## src/rtl/ctrl_pkg.sv

```systemverilog
// Shared types and constants for the pipelined control / hazard unit:
// opcodes, ALU classes, forwarding selects and the per-stage control bundles.
package ctrl_pkg;

  localparam logic [5:0] OP_RTYPE = 6'b000000;
  localparam logic [5:0] OP_LW    = 6'b100011;
  localparam logic [5:0] OP_SW    = 6'b101011;
  localparam logic [5:0] OP_BEQ   = 6'b000100;
  localparam logic [5:0] OP_ADDI  = 6'b001000;
  localparam logic [5:0] OP_MUL   = 6'b011100;

  typedef enum logic [1:0] {
    ALU_ADD   = 2'b00,
    ALU_SUB   = 2'b01,
    ALU_FUNCT = 2'b10,
    ALU_MUL   = 2'b11
  } alu_op_e;

  typedef enum logic [1:0] {
    FWD_RF  = 2'b00,
    FWD_WB  = 2'b01,
    FWD_MEM = 2'b10
  } fwd_sel_e;

  typedef struct packed {
    logic    reg_dst;
    logic    alu_src;
    alu_op_e alu_op;
    logic    branch;
    logic    mem_read;
    logic    mem_write;
    logic    mem_to_reg;
    logic    reg_write;
    logic    is_mul;
  } ctrl_t;

  // Later stages only carry the fields they still consume.
  typedef struct packed {
    logic mem_read;
    logic mem_write;
    logic mem_to_reg;
    logic reg_write;
  } mem_ctrl_t;

  typedef struct packed {
    logic mem_to_reg;
    logic reg_write;
  } wb_ctrl_t;

  localparam ctrl_t CTRL_BUBBLE = '0;

  function automatic logic uses_rt(input logic [5:0] op);
    return (op == OP_RTYPE) || (op == OP_SW) || (op == OP_BEQ) || (op == OP_MUL);
  endfunction

endpackage

```

## src/rtl/pipe_ctrl_hazard_if.sv

```systemverilog
// ID-stage inputs and per-stage control / hazard outputs of pipe_ctrl_hazard.
interface pipe_ctrl_hazard_if #(
  parameter int unsigned REG_ADDR_W = 5
);
  logic [5:0]            opcode_id;
  logic [REG_ADDR_W-1:0] rs_id;
  logic [REG_ADDR_W-1:0] rt_id;
  logic [REG_ADDR_W-1:0] rd_id;
  logic                  branch_taken_ex;

  logic                  stall;
  logic                  flush_ifid;
  logic                  ex_reg_dst;
  logic                  ex_alu_src;
  logic                  ex_branch;
  logic [1:0]            ex_alu_op;
  logic                  mem_read;
  logic                  mem_write;
  logic                  wb_reg_write;
  logic                  wb_mem_to_reg;
  logic [REG_ADDR_W-1:0] ex_dst;
  logic [REG_ADDR_W-1:0] mem_dst;
  logic [REG_ADDR_W-1:0] wb_dst;
  logic [1:0]            fwd_a;
  logic [1:0]            fwd_b;

  modport master (
    output opcode_id, rs_id, rt_id, rd_id, branch_taken_ex,
    input  stall, flush_ifid, ex_reg_dst, ex_alu_src, ex_branch, ex_alu_op,
           mem_read, mem_write, wb_reg_write, wb_mem_to_reg,
           ex_dst, mem_dst, wb_dst, fwd_a, fwd_b
  );

  modport slave (
    input  opcode_id, rs_id, rt_id, rd_id, branch_taken_ex,
    output stall, flush_ifid, ex_reg_dst, ex_alu_src, ex_branch, ex_alu_op,
           mem_read, mem_write, wb_reg_write, wb_mem_to_reg,
           ex_dst, mem_dst, wb_dst, fwd_a, fwd_b
  );
endinterface

```

## src/rtl/ctrl_decoder.sv

```systemverilog
// Combinational ID-stage decoder: opcode to control bundle; unknown opcodes
// decode to an all-zero bubble.
module ctrl_decoder
  import ctrl_pkg::*;
(
  input  logic [5:0] opcode,
  output ctrl_t      ctrl
);

  always_comb begin
    ctrl = CTRL_BUBBLE;
    case (opcode)
      OP_RTYPE: begin
        ctrl.reg_dst   = 1'b1;
        ctrl.reg_write = 1'b1;
        ctrl.alu_op    = ALU_FUNCT;
      end
      OP_LW: begin
        ctrl.alu_src    = 1'b1;
        ctrl.mem_read   = 1'b1;
        ctrl.mem_to_reg = 1'b1;
        ctrl.reg_write  = 1'b1;
        ctrl.alu_op     = ALU_ADD;
      end
      OP_SW: begin
        ctrl.alu_src   = 1'b1;
        ctrl.mem_write = 1'b1;
        ctrl.alu_op    = ALU_ADD;
      end
      OP_BEQ: begin
        ctrl.branch = 1'b1;
        ctrl.alu_op = ALU_SUB;
      end
      OP_ADDI: begin
        ctrl.alu_src   = 1'b1;
        ctrl.reg_write = 1'b1;
        ctrl.alu_op    = ALU_ADD;
      end
      OP_MUL: begin
        ctrl.reg_dst   = 1'b1;
        ctrl.reg_write = 1'b1;
        ctrl.is_mul    = 1'b1;
        ctrl.alu_op    = ALU_MUL;
      end
      default: ctrl = CTRL_BUBBLE;
    endcase
  end

endmodule

```

## src/rtl/pipe_ctrl_hazard.sv

```systemverilog
// Pipelined control for the five-stage core: ID decode, ID/EX..MEM/WB control
// registers, load-use / taken-branch / multi-cycle-mul hazards and forwarding.
module pipe_ctrl_hazard
  import ctrl_pkg::*;
#(
  parameter int unsigned REG_ADDR_W  = 5,
  parameter int unsigned MUL_LATENCY = 3
) (
  input logic              clk,
  input logic              rst_n,
  pipe_ctrl_hazard_if.slave bus
);

  localparam int unsigned CNT_W = (MUL_LATENCY > 1) ? $clog2(MUL_LATENCY) : 1;
  localparam logic [CNT_W-1:0] MUL_LOAD = CNT_W'(MUL_LATENCY - 1);

  ctrl_t                 id_ctrl_raw, id_ctrl;
  logic [REG_ADDR_W-1:0] id_dst;

  ctrl_t                 ex_ctrl_q, ex_ctrl_d;
  logic [REG_ADDR_W-1:0] ex_dst_q, ex_dst_d;
  logic [REG_ADDR_W-1:0] ex_rs_q, ex_rs_d;
  logic [REG_ADDR_W-1:0] ex_rt_q, ex_rt_d;
  mem_ctrl_t             mem_ctrl_q, mem_ctrl_d;
  logic [REG_ADDR_W-1:0] mem_dst_q, mem_dst_d;
  wb_ctrl_t              wb_ctrl_q, wb_ctrl_d;
  logic [REG_ADDR_W-1:0] wb_dst_q, wb_dst_d;
  logic [CNT_W-1:0]      mul_cnt_q, mul_cnt_d;

  logic     mul_busy, flush, load_use;
  fwd_sel_e fwd_a, fwd_b;

  ctrl_decoder u_dec (
    .opcode (bus.opcode_id),
    .ctrl   (id_ctrl_raw)
  );

  // Writes to $zero are dropped at decode so no later stage has to re-check.
  always_comb begin
    id_ctrl = id_ctrl_raw;
    id_dst  = id_ctrl_raw.reg_dst ? bus.rd_id : bus.rt_id;
    if (id_dst == '0) id_ctrl.reg_write = 1'b0;
  end

  always_comb begin
    mul_busy = ex_ctrl_q.is_mul && (mul_cnt_q != '0);
    flush    = ex_ctrl_q.branch && bus.branch_taken_ex;
    load_use = ex_ctrl_q.mem_read && (ex_dst_q != '0) &&
               ((ex_dst_q == bus.rs_id) ||
                ((ex_dst_q == bus.rt_id) && uses_rt(bus.opcode_id)));
  end

  always_comb begin
    ex_ctrl_d = id_ctrl;
    ex_dst_d  = id_dst;
    ex_rs_d   = bus.rs_id;
    ex_rt_d   = bus.rt_id;

    mem_ctrl_d.mem_read   = ex_ctrl_q.mem_read;
    mem_ctrl_d.mem_write  = ex_ctrl_q.mem_write;
    mem_ctrl_d.mem_to_reg = ex_ctrl_q.mem_to_reg;
    mem_ctrl_d.reg_write  = ex_ctrl_q.reg_write;
    mem_dst_d             = ex_dst_q;

    wb_ctrl_d.mem_to_reg = mem_ctrl_q.mem_to_reg;
    wb_ctrl_d.reg_write  = mem_ctrl_q.reg_write;
    wb_dst_d             = mem_dst_q;

    mul_cnt_d = '0;

    // A busy mul freezes ID/EX in place and feeds bubbles into EX/MEM.
    if (mul_busy) begin
      ex_ctrl_d  = ex_ctrl_q;
      ex_dst_d   = ex_dst_q;
      ex_rs_d    = ex_rs_q;
      ex_rt_d    = ex_rt_q;
      mem_ctrl_d = '0;
      mem_dst_d  = '0;
      mul_cnt_d  = mul_cnt_q - CNT_W'(1);
    end else if (flush || load_use) begin
      ex_ctrl_d = CTRL_BUBBLE;
      ex_dst_d  = '0;
      ex_rs_d   = '0;
      ex_rt_d   = '0;
    end else if (id_ctrl.is_mul) begin
      mul_cnt_d = MUL_LOAD;
    end
  end

  function automatic fwd_sel_e fwd_sel(
    input logic [REG_ADDR_W-1:0] src,
    input logic                  m_wr,
    input logic [REG_ADDR_W-1:0] m_dst,
    input logic                  w_wr,
    input logic [REG_ADDR_W-1:0] w_dst
  );
    if (m_wr && (m_dst != '0) && (m_dst == src)) return FWD_MEM;
    if (w_wr && (w_dst != '0) && (w_dst == src)) return FWD_WB;
    return FWD_RF;
  endfunction

  always_comb begin
    fwd_a = fwd_sel(ex_rs_q, mem_ctrl_q.reg_write, mem_dst_q, wb_ctrl_q.reg_write, wb_dst_q);
    fwd_b = fwd_sel(ex_rt_q, mem_ctrl_q.reg_write, mem_dst_q, wb_ctrl_q.reg_write, wb_dst_q);
  end

  always_ff @(posedge clk or negedge rst_n) begin
    if (!rst_n) begin
      ex_ctrl_q  <= CTRL_BUBBLE;
      ex_dst_q   <= '0;
      ex_rs_q    <= '0;
      ex_rt_q    <= '0;
      mem_ctrl_q <= '0;
      mem_dst_q  <= '0;
      wb_ctrl_q  <= '0;
      wb_dst_q   <= '0;
      mul_cnt_q  <= '0;
    end else begin
      ex_ctrl_q  <= ex_ctrl_d;
      ex_dst_q   <= ex_dst_d;
      ex_rs_q    <= ex_rs_d;
      ex_rt_q    <= ex_rt_d;
      mem_ctrl_q <= mem_ctrl_d;
      mem_dst_q  <= mem_dst_d;
      wb_ctrl_q  <= wb_ctrl_d;
      wb_dst_q   <= wb_dst_d;
      mul_cnt_q  <= mul_cnt_d;
    end
  end

  assign bus.stall         = mul_busy || (load_use && !flush);
  assign bus.flush_ifid    = flush;
  assign bus.ex_reg_dst    = ex_ctrl_q.reg_dst;
  assign bus.ex_alu_src    = ex_ctrl_q.alu_src;
  assign bus.ex_branch     = ex_ctrl_q.branch;
  assign bus.ex_alu_op     = ex_ctrl_q.alu_op;
  assign bus.mem_read      = mem_ctrl_q.mem_read;
  assign bus.mem_write     = mem_ctrl_q.mem_write;
  assign bus.wb_reg_write  = wb_ctrl_q.reg_write;
  assign bus.wb_mem_to_reg = wb_ctrl_q.mem_to_reg;
  assign bus.ex_dst        = ex_dst_q;
  assign bus.mem_dst       = mem_dst_q;
  assign bus.wb_dst        = wb_dst_q;
  assign bus.fwd_a         = fwd_a;
  assign bus.fwd_b         = fwd_b;

endmodule
```

## src/flat_wrapper.sv

```systemverilog
// flat-port wrapper written by rule: the top's interface ports become plain ports
module pipe_ctrl_hazard_flat import ctrl_pkg::*;
#(
  parameter int unsigned REG_ADDR_W  = 5,
  parameter int unsigned MUL_LATENCY = 3
)
  (clk, rst_n, bus_opcode_id, bus_rs_id, bus_rt_id, bus_rd_id, bus_branch_taken_ex, bus_stall, bus_flush_ifid, bus_ex_reg_dst, bus_ex_alu_src, bus_ex_branch, bus_ex_alu_op, bus_mem_read, bus_mem_write, bus_wb_reg_write, bus_wb_mem_to_reg, bus_ex_dst, bus_mem_dst, bus_wb_dst, bus_fwd_a, bus_fwd_b);
  pipe_ctrl_hazard_if #(.REG_ADDR_W(REG_ADDR_W)) bus_i ();
  input logic clk;
  input logic rst_n;
  input wire logic [$bits(bus_i.opcode_id)-1:0] bus_opcode_id;
  input wire logic [$bits(bus_i.rs_id)-1:0] bus_rs_id;
  input wire logic [$bits(bus_i.rt_id)-1:0] bus_rt_id;
  input wire logic [$bits(bus_i.rd_id)-1:0] bus_rd_id;
  input wire logic [$bits(bus_i.branch_taken_ex)-1:0] bus_branch_taken_ex;
  output wire logic [$bits(bus_i.stall)-1:0] bus_stall;
  output wire logic [$bits(bus_i.flush_ifid)-1:0] bus_flush_ifid;
  output wire logic [$bits(bus_i.ex_reg_dst)-1:0] bus_ex_reg_dst;
  output wire logic [$bits(bus_i.ex_alu_src)-1:0] bus_ex_alu_src;
  output wire logic [$bits(bus_i.ex_branch)-1:0] bus_ex_branch;
  output wire logic [$bits(bus_i.ex_alu_op)-1:0] bus_ex_alu_op;
  output wire logic [$bits(bus_i.mem_read)-1:0] bus_mem_read;
  output wire logic [$bits(bus_i.mem_write)-1:0] bus_mem_write;
  output wire logic [$bits(bus_i.wb_reg_write)-1:0] bus_wb_reg_write;
  output wire logic [$bits(bus_i.wb_mem_to_reg)-1:0] bus_wb_mem_to_reg;
  output wire logic [$bits(bus_i.ex_dst)-1:0] bus_ex_dst;
  output wire logic [$bits(bus_i.mem_dst)-1:0] bus_mem_dst;
  output wire logic [$bits(bus_i.wb_dst)-1:0] bus_wb_dst;
  output wire logic [$bits(bus_i.fwd_a)-1:0] bus_fwd_a;
  output wire logic [$bits(bus_i.fwd_b)-1:0] bus_fwd_b;
  assign bus_i.opcode_id = bus_opcode_id;
  assign bus_i.rs_id = bus_rs_id;
  assign bus_i.rt_id = bus_rt_id;
  assign bus_i.rd_id = bus_rd_id;
  assign bus_i.branch_taken_ex = bus_branch_taken_ex;
  assign bus_stall = bus_i.stall;
  assign bus_flush_ifid = bus_i.flush_ifid;
  assign bus_ex_reg_dst = bus_i.ex_reg_dst;
  assign bus_ex_alu_src = bus_i.ex_alu_src;
  assign bus_ex_branch = bus_i.ex_branch;
  assign bus_ex_alu_op = bus_i.ex_alu_op;
  assign bus_mem_read = bus_i.mem_read;
  assign bus_mem_write = bus_i.mem_write;
  assign bus_wb_reg_write = bus_i.wb_reg_write;
  assign bus_wb_mem_to_reg = bus_i.wb_mem_to_reg;
  assign bus_ex_dst = bus_i.ex_dst;
  assign bus_mem_dst = bus_i.mem_dst;
  assign bus_wb_dst = bus_i.wb_dst;
  assign bus_fwd_a = bus_i.fwd_a;
  assign bus_fwd_b = bus_i.fwd_b;
  pipe_ctrl_hazard #(.REG_ADDR_W(REG_ADDR_W), .MUL_LATENCY(MUL_LATENCY)) u_core (.clk(clk), .rst_n(rst_n), .bus(bus_i));
endmodule
```

## config.mk

```make
export PLATFORM = sky130hd
export DESIGN_NAME = pipe_ctrl_hazard_flat
export DESIGN_NICKNAME = d
export VERILOG_FILES = /design/src/rtl/ctrl_pkg.sv /design/src/rtl/pipe_ctrl_hazard_if.sv /design/src/rtl/ctrl_decoder.sv /design/src/rtl/pipe_ctrl_hazard.sv /design/src/flat_wrapper.sv
export SDC_FILE = /design/constraint.sdc
export NUM_CORES = 1
export LEC_CHECK = 0
export CORE_ASPECT_RATIO = 0.7
export CORE_MARGIN = 1
export CORE_UTILIZATION = 53
export DETAILED_ROUTE_END_ITERATION = 8
export PLACE_DENSITY = 0.94
export SLEW_MARGIN = 25
export SYNTH_ARGS = -nofsm -noshare
export SYNTH_HDL_FRONTEND = slang
export SYNTH_SLANG_ARGS = --single-unit
export TNS_END_PERCENT = 100
```

## constraint.sdc

```tcl
create_clock -name clk -period 4.5 [get_ports clk]
set_input_delay 1.125 -clock clk [delete_from_list [all_inputs] [get_ports clk]]
set_output_delay 1.125 -clock clk [all_outputs]
set_load 0.01 [all_outputs]
```

==> key figures, run 1 <==
Synth
  – Seq cells post-synth: 41
  – Multiplexer area fraction after synthesis: 2.338%
  – Ys async rst share: 100.0%
  – Compound-gate portion of the synthesized area: 13.97%
  – Ys flop type: dfrtp_1
  – Syn Nets: 237
  – Syn Area/Cell: 10.10 µm²
  – Area leader, netlist: dfrtp_1
  – Simple-Gate Fraction of Synth Area: 18.82%
  – Syn Std Cell Area: 2141 µm²
  – Cell variety after synth: 39
  – Gate Count Post-Synth: 212
  – Synth Area in Adders: 0.5845%
  – Number of synthesized flops with an enable pin: 0
  – Share of the synthesized area in the top cell type: 47.93%
  – Seq/Total Area, Yosys: 47.93%
  – Ys Warns: 0
  – Xor-xnor portion of the synthesized cell area: 12.68%
  – Top cells by area, synth: dfrtp_1 (48%), xor2_1 (8.2%), nand2_1 (6.5%)
  – Main combinational cell family by area after synthesis: simple AND/OR/NAND/NOR gates

Floorplan
  – Initial Util: 57.96%
  – Row cnt: 18
  – Core area: 3694 µm²
  – Die width: 77.96 µm
  – I/O pin cnt: 54
  – Area of the die: 4301 µm²
  – Chip height: 55.18 µm

STA
  – Slew HR: 36.75%
  – Worst-Margin Slew: 942.4 ps
  – RSZ-0062 raised after global routing: false
  – Final Max Slew Viols: 0
  – Setup TNS: 0 ps
  – Final setup violation count: 0
  – Final min period: 4365 ps
  – Max Clock Freq: 229.1 MHz
  – Worst Clk Skew: 9.133 ps
  – Period utilization: 96.99%
  – Hold slack: 389.8 ps
  – Final hold violations: 0

Setup path
  – Crit path kind: input pin to output port
  – Worst-path maximum fanout: 8
  – Critical-path cell list: clkdlybuf4s50_1, and3_1, o21ai_0, a211oi_1, a31oi_1, o21ai_0, clkdlybuf4s50_1
  – Crit path buf inv count: 2
  – Crit-path slowest cell: clkdlybuf4s50_1
  – Critical Path Max Stage Delay: 620 ps
  – Worst setup EP type: output port
  – Family with the most delay on the worst path: buffers and inverters
  – CP required: 3380 ps
  – WP data arrival: 3240 ps
  – Critical Path Source Type: input pin

Finish
  – Fin util: 76.59%
  – Layout cells sized above 1: 9.091%
  – Final instance area: 2829 µm²
  – Antenna diodes: 0
  – Area growth, synth to finish: 32.14%
  – Nets: 288
  – Layout fillers: 266

Drt
  – 1st-iter DRT viols: 110
  – WL per Instance: 16.15 µm
  – Vias per std cell: 5.755
  – Antenna Violating Nets Remaining: 0
  – DRT Wirelength: 5070 µm
  – Drt first pass iters: 4
  – DR DRC count: 0
  – DR vias: 1,807

Place
  – Detailed Place HPWL: 3655 µm
  – RePlAce Congestion: 0.9284
  – Post-Place Cell Area: 2690 µm²
  – Port Buffers: 53

Hold path
  – HP Class: flop to flop

Clock network
  – Worst-path clk slew: 80 ps
  – H-tree Lvls: 2
  – Clock tree buffer depth: 2
  – Clk Latency, worst-skew pair: 290 ps
  – TritonCTS clock tree: done
  – CTS Buf Count: 5
  – CTS Sinks: 41
  – Root Driver: clkbuf_8

Pwr
  – Max rail drop VDD: 0.2077 mV
  – P_int: 0.0006649 W
  – Sw Ratio: 23.00%
  – Total chip power: 0.0008636 W
  – Power share of the combinational group: 12.8%
  – PD cells: 305.3 nW/µm²
  – Static Leak: 1.201 nW
  – Psw: 0.0001986 W
  – Seq pwr share: 47.2%
  – Clk pwr share: 40.1%

GRT
  – Gr usage total: 25.30%
  – Global-route wire length before repair: 7941 µm
  – Initial antenna violation count: 0
  – Vias in the first global route: 1,636
  – GR Overflow Total: 0
  – Largest net degree at the start of global routing: 42

Outcome
  – Run status: finished, final reports clean

Job
  – # Max-Cap Violations: 0
-- cells in the final DEF (no fill, tap or decap), drive strengths merged, types with 6 or more instances in the layout --
cell type,count
xor2,20
o31ai,10
dfrtp,41
nand2,37
nor2,6
o21ai,19
clkdlybuf4s50,52
or4,6
xnor2,11
and2,9
-- worst paths after layout --
path / from / endpoint / slack [ps] / depth (start not counted)
worst max-delay path: bus_opcode_id[4] / bus_stall / 140 / 7
worst min-delay path: u_core.bus.mem_read / u_core.bus.wb_mem_to_reg / 390 / 0
worst max register to register: u_core.bus.ex_dst[4] / u_core.bus.ex_alu_op[0] / 2230 / 5
worst min register to register: u_core.bus.mem_read / u_core.bus.wb_mem_to_reg / 390 / 0
max in group asynchronous: rst_n / u_core.bus.wb_reg_write / 2990 / 1
min in group asynchronous: rst_n / u_core.bus.ex_alu_src / 950 / 1
-- what timing repair did --
item	in CTS	in global routing
setup endpoints to repair	0	1
setup buffers	0	0
endpoints found under the hold margin	0	0
hold buffers	0	0
gates resized for setup	0	1
-- synth_stat cells, types with 2 or more instances --
cell,number
buf_4,2
o31ai_1,3
nand4_1,4
nor2_1,6
buf_2,2
o21ai_0,18
inv_1,2
dfrtp_1,41
and2_1,9
nor4_1,4
nor3_1,3
o31ai_2,6
mux2i_1,5
clkbuf_1,7
or4_1,6
and3_1,2
nand3_1,5
nand2_1,37
xor2_1,20
xnor2_1,11
-- final cells by class --
cell class | count | area [µm²] | area share [%]
well taps | 50 | 62.56 | 2.211
repair buffers | 57 | 555.5 | 19.64
multi-input cells | 156 | 1044 | 36.89
clock buffers | 5 | 68.82 | 2.433
flip-flops and latches | 41 | 1026 | 36.27
inverters | 2 | 7.507 | 0.2654
clock inverters | 3 | 65.06 | 2.300
-- layer usage --
| layer | up-vias | part of all wire [%] | track usage (%) |
|---|---|---|---|
| met3 | 10 | 6.5 | 4.918 |
| met4 | 0 | 1.3 | 6.481 |
| met1 | 873 | 45 | 32.73 |
| met2 | 86 | 48 | 45.28 |
| li1 | 838 | - | - |
| met5 | - | 0 | 0 |
-- worst reg2reg max path, stage by stage, from the launching register on --
cell	delay, ps
dfrtp_1	490
or4_1	560
o21a_1	220
a41o_1	260
a21o_4	290
o41ai_2	350
-- through the flow --
| step | cells | worst slack (ps) |
|---|---|---|
| after floorplan | 212 | 1010 |
| after global placement | 306 | 228.3 |
| after detailed placement | 306 | 146.1 |
| after CTS | 314 | 140.8 |
| after global routing | 314 | 11.82 |
| final | 314 | 135.3 |
-- logic make-up (layout without fill, tap and decap cells) --
logic type | after synthesis | count (layout)
simple gates | 81 | 81
flops | 41 | 41
compound gates | 38 | 38
xor+xnor | 31 | 31
buf+inv | 15 | 67
mux | 5 | 5
fa+ha+maj | 1 | 1
-- power by group through the flow --
stage	sequential [W]	combinational, W	clock [W]
floorplan	0.000412	0.0000452	0
global placement	0.000412	0.000105	0
detailed placement	0.000414	0.000109	0
CTS	0.000407	0.000110	0.000348
global route	0.000410	0.000120	0.000361
finish	0.000407	0.000110	0.000346
No activity file was read; power rests on OpenSTA's default activity.
==> run 2: changes to the inputs <==
- CORE_MARGIN: 1 -> default
- CORE_UTILIZATION: 53 -> 45
- PLACE_DENSITY: 0.94 -> 0.83
==> run 2 against run 1 <==
Compared with the run above:
- the flow now finishes with violations (DRC)
- flip-flop and latch count is the same
- power shrank 10%
- count of clock-buffer cells in the layout grew 1
- fmax grew 0.73%
- utilization shrank 13 points
- first-iteration DRC count shrank 11%
- combinational power grew 4%
- die area grew 17%
- worst setup slack gained 31 ps
==> key figures, run 2 (synthesis results as in run 1) <==
GRT
  – Met3 GRT Util: 5.939% (+1.0 points)
  – GR Overflow Total: 0 (unchanged)
  – GR Util met1: 29.34% (-3.4 points)
  – Vias in the first global route: 1,668 (+2.0%)
  – Gr usage total: 21.51% (-3.8 points)
  – Global-route wire length before repair: 8135 µm (+2.4%)
  – GRT busiest layer: met2
  – Initial antenna violation count: 0 (unchanged)
  – Met2 Use GR: 33.61% (-12 points)
  – Largest net degree at the start of global routing: 42 (unchanged)

Finish
  – Layout cells sized above 1: 10.11% (+1.0 points)
  – Nets: 291 (+1.0%)
  – Layout fillers: 382 (+44%)
  – Area growth, synth to finish: 32.67%
  – Commonest cells after routing, fill and taps aside: clkdlybuf4s50_1 (52), dfrtp_1 (41), nand2_1 (37)
  – Antenna diodes: 0 (unchanged)
  – FF/Latch Area: 1026 µm² (unchanged)
  – Commonest non-fill, non-tap cell in the layout: clkdlybuf4s50_1
  – Multi-input gate area: 1044 µm² (unchanged)

Floorplan
  – Row cnt: 20 (+2)
  – I/O pin cnt: 54 (unchanged)
  – Area of the die: 5041 µm² (+17%)
  – Core area: 4454 µm² (+21%)
  – Chip height: 59.71 µm (+8.2%)
  – Die width: 84.44 µm (+8.3%)
  – Initial Util: 48.06% (-9.9 points)

Place
  – Detailed Place HPWL: 3524 µm (-3.6%)
  – Port Buffers: 53 (unchanged)
  – RePlAce Congestion: 0.8496 (-8.5%)

Drt
  – Vias per std cell: 5.360 (-6.9%)
  – WL per Instance: 15.15 µm (-6.2%)
  – DRT Wirelength: 4877 µm (-3.8%)
  – Antenna Violating Nets Remaining: 0 (unchanged)
  – DR vias: 1,726 (-4.5%)
  – Drt first pass iters: 6 (+2)
  – 1st-iter DRT viols: 98 (-11%)
  – DR DRC count: 3 (+3)

Setup path
  – Crit-path slowest cell: clkdlybuf4s50_1
  – Crit path kind: input pin to output port
  – CP required: 3380 ps (about the same)
  – WP data arrival: 3210 ps (-30 ps)
  – Critical Path Max Stage Delay: 610 ps (about the same)
  – Critical Path Source Type: input pin
  – Worst setup EP type: output port
  – Worst-path maximum fanout: 8 (unchanged)
  – Critical-path cell list: clkdlybuf4s50_1, and3_1, o21ai_0, a211oi_2, a31oi_1, o21ai_0, clkdlybuf4s50_1

Pwr
  – Clk pwr share: 33.1% (-7.0 points)
  – Sw Ratio: 26.31% (+3.3 points)
  – Power share of the combinational group: 14.7% (+1.9 points)
  – Max rail drop VDD: 0.1951 mV (-6.1%)
  – Psw: 0.0002046 W (+3.0%)
  – P_int: 0.0005729 W (-14%)
  – Static Leak: 1.205 nW (+0.33%)
  – Seq pwr share: 52.2% (+5.0 points)
  – PD cells: 273.7 nW/µm² (-10%)
  – Total chip power: 0.0007775 W (-10%)

STA
  – Final setup violation count: 0 (unchanged)
  – Slew HR: 36.00% (-0.76 points)
  – Worst-Margin Slew: 953.7 ps (+11.31 ps)
  – Final Max Slew Viols: 0 (unchanged)
  – Max Clock Freq: 230.8 MHz (+0.73%)
  – Period utilization: 96.29% (-0.70 points)
  – Final hold violations: 0 (unchanged)
  – Worst Clk Skew: 6.594 ps (-2.539 ps)
  – Setup TNS: 0 ps (unchanged)
  – Final min period: 4333 ps (-31.44 ps)
  – RSZ-0062 raised after global routing: false

Clock network
  – Clock tree buffer depth: 2 (unchanged)
  – CTS Sinks: 41 (unchanged)
  – Root Driver: clkbuf_8
  – TritonCTS clock tree: done
  – # Post-CTS Setup Buffers: 0 (unchanged)
  – CTS Buf Count: 5 (unchanged)
  – Worst-path clk slew: 80 ps (about the same)
  – Clk Latency, worst-skew pair: 300 ps (about the same)
  – H-tree Lvls: 2 (unchanged)

Outcome
  – Run status: complete, but fails checks
  – Violated checks: DRC

Hold path
  – HP Class: flop to flop

Job
  – # Max-Cap Violations: 0 (unchanged)
## run 2: cell type report
cell class	instances	area share [%]
multi-input combinational	156	36.74
tap	55	2.423
inverter	2	0.2643
clock inverter	2	0.4846
timing repair buffer	60	21.06
sequential	41	36.12
clock buffer	6	2.907
## run 2: worst paths after layout
check	from	endpoint	slack (ps)	cells after the start
worst max-delay path	bus_opcode_id[4]	bus_stall	170	7
worst min-delay path	u_core.bus.mem_read	u_core.bus.wb_mem_to_reg	380	0
worst max register to register	u_core.bus.ex_dst[4]	u_core.bus.ex_alu_op[0]	2290	5
worst min register to register	u_core.bus.mem_read	u_core.bus.wb_mem_to_reg	380	0
max in group asynchronous	rst_n	u_core.bus.ex_alu_src	3280	2
min in group asynchronous	rst_n	u_core.mem_ctrl_q[0]	760	1
## run 2: critical path: cells and delay by family
| kind | cells | cell delay, ps |
|---|---|---|
| compound gates | 4 | 670 |
| buf+inv | 2 | 1180 |
| simple gates | 1 | 240 |
## run 2: per-stage QoR
step	cells	hold WS (ps)	utilization, %	worst slack, ps	cell area, µm²
floorplan	212	347.8	-	1010	2141
global placement	313	358.3	60.87	188.7	2711
detailed placement	313	366.1	60.87	124.6	2711
CTS	321	381.9	63.03	76.84	2808
global route	322	394.5	63.76	3.707	2840
finish	322	381.4	63.76	166.8	2840
## run 2: power groups by stage
stage	clock (W)	combinational, W	sequential [W]
finish	0.000257	0.000114	0.000406
global route	0.000278	0.000125	0.000408
CTS	0.000263	0.000112	0.000406
detailed placement	0	0.000111	0.000413
global placement	0	0.000108	0.000412
floorplan	0	0.0000452	0.000412
## run 2: layer usage
layer	part of all wire, %	up-vias
li1	-	844
met4	1.3	0
met3	8.2	6
met5	0	-
met1	47	807
met2	43	69
## run 2: repair_timing
action / in CTS / in global routing
gates resized for setup: 0 / 1
endpoints found under the setup margin: 0 / 1
hold buffers: 0 / 0
==> run 3: changes to the inputs <==
- CORE_MARGIN: default -> 4
- clock period: 4.5 -> 5.3 ns (I/O delays scaled with it)
==> run 3 against run 2 <==
Compared with the run above:
- the run now ends clean
- worst setup slack got worse by 25 ps
- cell area down 2.3%
- critical path depth unchanged
- via count shrank 2.0%
- cell count down 2.2%
- non-clock buffer count fell by 5
- register-to-register slack gained 800 ps
- worst hold slack lost 4.6 ps
- die area grew 18%
- critical endpoint unchanged
- utilization fell by 1.5 points
- flip-flop and latch count stayed put
- first-iteration DRC count grew 18%
==> key figures, run 3 (synthesis results as in run 1) <==
Pwr
  – PD cells: 223.8 nW/µm² (-18%)
  – Sw Ratio: 25.07% (-1.2 points)
  – Static Leak: 1.169 nW (-3.0%)
  – Psw: 0.0001558 W (-24%)
  – Seq pwr share: 55.5% (+3.3 points)
  – Max rail drop VDD: 0.1157 mV (-41%)
  – P_int: 0.0004654 W (-19%)
  – Total chip power: 0.0006212 W (-20%)
  – Power share of the combinational group: 15.1% (+0.4 points)
  – Clk pwr share: 29.4% (-3.7 points)

Finish
  – Final cell count without fillers: 315 (-2.2%)
  – Nets: 286 (-1.7%)
  – Area growth, synth to finish: 29.63%
  – Final instance area: 2775 µm² (-2.3%)
  – Commonest non-fill, non-tap cell in the layout: clkdlybuf4s50_1
  – Layout cells sized above 1: 7.308% (-2.8 points)
  – Layout fillers: 374 (-2.1%)
  – Antenna diodes: 0 (unchanged)
  – Commonest cells after routing, fill and taps aside: clkdlybuf4s50_1 (52), dfrtp_1 (41), nand2_1 (37)

Drt
  – DR vias: 1,692 (-2.0%)
  – Antenna Violating Nets Remaining: 0 (unchanged)
  – WL per Instance: 15.60 µm (+3.0%)
  – Vias per std cell: 5.371 (+0.21%)
  – DR DRC count: 0 (-3)
  – Drt first pass iters: 4 (-2)
  – DRT Wirelength: 4913 µm (+0.74%)
  – 1st-iter DRT viols: 116 (+18%)

GRT
  – Initial antenna violation count: 0 (unchanged)
  – Largest net degree at the start of global routing: 42 (unchanged)
  – Gr usage total: 17.28% (-4.2 points)
  – GR Overflow Total: 0 (unchanged)
  – Global-route wire length before repair: 8045 µm (-1.1%)
  – Vias in the first global route: 1,646 (-1.3%)

Floorplan
  – Area of the die: 5942 µm² (+18%)
  – Die width: 90.44 µm (+7.1%)
  – Row cnt: 20 (unchanged)
  – Core area: 4454 µm² (unchanged)
  – I/O pin cnt: 54 (unchanged)
  – Chip height: 65.71 µm (+10%)
  – Initial Util: 48.06% (unchanged)

STA
  – Final setup violation count: 0 (unchanged)
  – Period utilization: 97.32%
  – Max Clock Freq: 193.9 MHz
  – RSZ-0062 raised after global routing: false
  – Final min period: 5158 ps
  – Final hold violations: 0 (unchanged)
  – Worst-Margin Slew: 981.2 ps (+27.55 ps)
  – Setup TNS: 0 ps (unchanged)
  – Final Max Slew Viols: 0 (unchanged)
  – Slew HR: 34.15% (-1.8 points)
  – Worst Clk Skew: 2.456 ps (-4.138 ps)

Outcome
  – Run status: finished, final reports clean

Place
  – Post-Place Cell Area: 2674 µm² (-1.4%)
  – Detailed Place HPWL: 3708 µm (+5.2%)
  – Inst Count DP: 308 (-1.6%)
  – Port Buffers: 53 (unchanged)
  – RePlAce Congestion: 0.8514 (+0.21%)

Clock network
  – H-tree Lvls: 2 (unchanged)
  – TritonCTS clock tree: done
  – Clk Latency, worst-skew pair: 280 ps (-20 ps)
  – # Post-CTS Setup Buffers: 0 (unchanged)
  – Clock tree buffer depth: 2 (unchanged)
  – CTS Buf Count: 5 (unchanged)
  – Hold-fix buffers, CTS: 0 (unchanged)
  – Worst-path clk slew: 70 ps (about the same)
  – CTS Sinks: 41 (unchanged)
  – Root Driver: clkbuf_8
  – Post-CTS Resized: 0 (unchanged)

Setup path
  – R2R cell count: 5 (unchanged)
  – WP data arrival: 3830 ps (+620 ps)
  – CP required: 3970 ps (+590 ps)
  – R2R Path End: u_core.bus.ex_alu_op[0]
  – End point of the critical path: bus_stall
  – Critical Path Source Type: input pin
  – Worst-path maximum fanout: 7 (-1)
  – Worst setup EP type: output port
  – Crit path kind: input pin to output port
  – Slack of the worst reg-to-reg path: 3090 ps (+800 ps)
  – Crit Reg-Reg Startpoint: u_core.bus.ex_dst[0]
  – Crit path from: bus_opcode_id[1]

Job
  – # Max-Cap Violations: 0 (unchanged)

Hold path
  – HP Class: flop to flop
[run 3: cell count changes in the layout (fill, tap and decap cells not counted), sizes merged]
| cell | previous run | this run |
|---|---|---|
| clkbuf | 6 | 5 |
| buf | 8 | 3 |
| clkinv | 2 | 1 |
[run 3: area by class of cell]
| class | count | area (µm²) | area share (%) |
|---|---|---|---|
| Clock inverter | 1 | 5.005 | 0.1803 |
| Clock buffer | 5 | 68.82 | 2.480 |
| Inverter | 2 | 7.507 | 0.2705 |
| Sequential cell | 41 | 1026 | 36.97 |
| Timing Repair Buffer | 55 | 560.5 | 20.20 |
| Multi-Input combinational cell | 156 | 1039 | 37.42 |
| Tap cell | 55 | 68.82 | 2.480 |
[run 3: critical path, cell delays in order]
cell and delay (ps):
clkdlybuf4s50_1 430, nor3_1 560, o21ai_0 190, a211oi_1 430, a31oi_1 100, o21ai_0 220, clkdlybuf4s50_1 580
[run 3: power by group through the flow]
| stage | clock, W | sequential, W | combinational, W |
|---|---|---|---|
| global placement | 0 | 0.000350 | 0.0000895 |
| CTS | 0.000186 | 0.000345 | 0.0000922 |
| finish | 0.000183 | 0.000345 | 0.0000936 |
| detailed placement | 0 | 0.000351 | 0.0000918 |
| floorplan | 0 | 0.000350 | 0.0000383 |
| global route | 0.000203 | 0.000347 | 0.000102 |
[run 3: metal layers]
layer  GRT usage (%)  vias to the layer above  wire [µm]
met5               0                        -          0
met4           4.962                        0         39
met3           4.577                        5        367
met2           27.07                       65       2155
met1           23.72                      789       2350
li1                -                      833          -
[run 3: worst min-delay path by stage]
stage / start / end / slack [ps] / depth (start not counted)
final: u_core.bus.mem_read / u_core.bus.wb_mem_to_reg / 380 / 0
after floorplan: u_core.mem_ctrl_q[0] / u_core.bus.wb_reg_write / 350 / 0
after detailed placement: u_core.bus.mem_read / u_core.bus.wb_mem_to_reg / 360 / 0
after CTS: u_core.bus.mem_read / u_core.bus.wb_mem_to_reg / 380 / 0
after global routing: u_core.bus.mem_read / u_core.bus.wb_mem_to_reg / 390 / 0
after global placement: u_core.bus.mem_read / u_core.bus.wb_mem_to_reg / 360 / 0
[run 3: through the flow]
stage / worst slack (ps) / util (%) / hold WS, ps
2_1_floorplan: 1410 / - / 347.8
3_3_place_gp: 375.9 / 60.03 / 360.1
3_5_place_dp: 213.9 / 60.03 / 364.8
4_1_cts: 163.9 / 61.69 / 378.1
5_1_grt: 39.21 / 62.30 / 393.5
6_report: 141.9 / 62.30 / 376.8
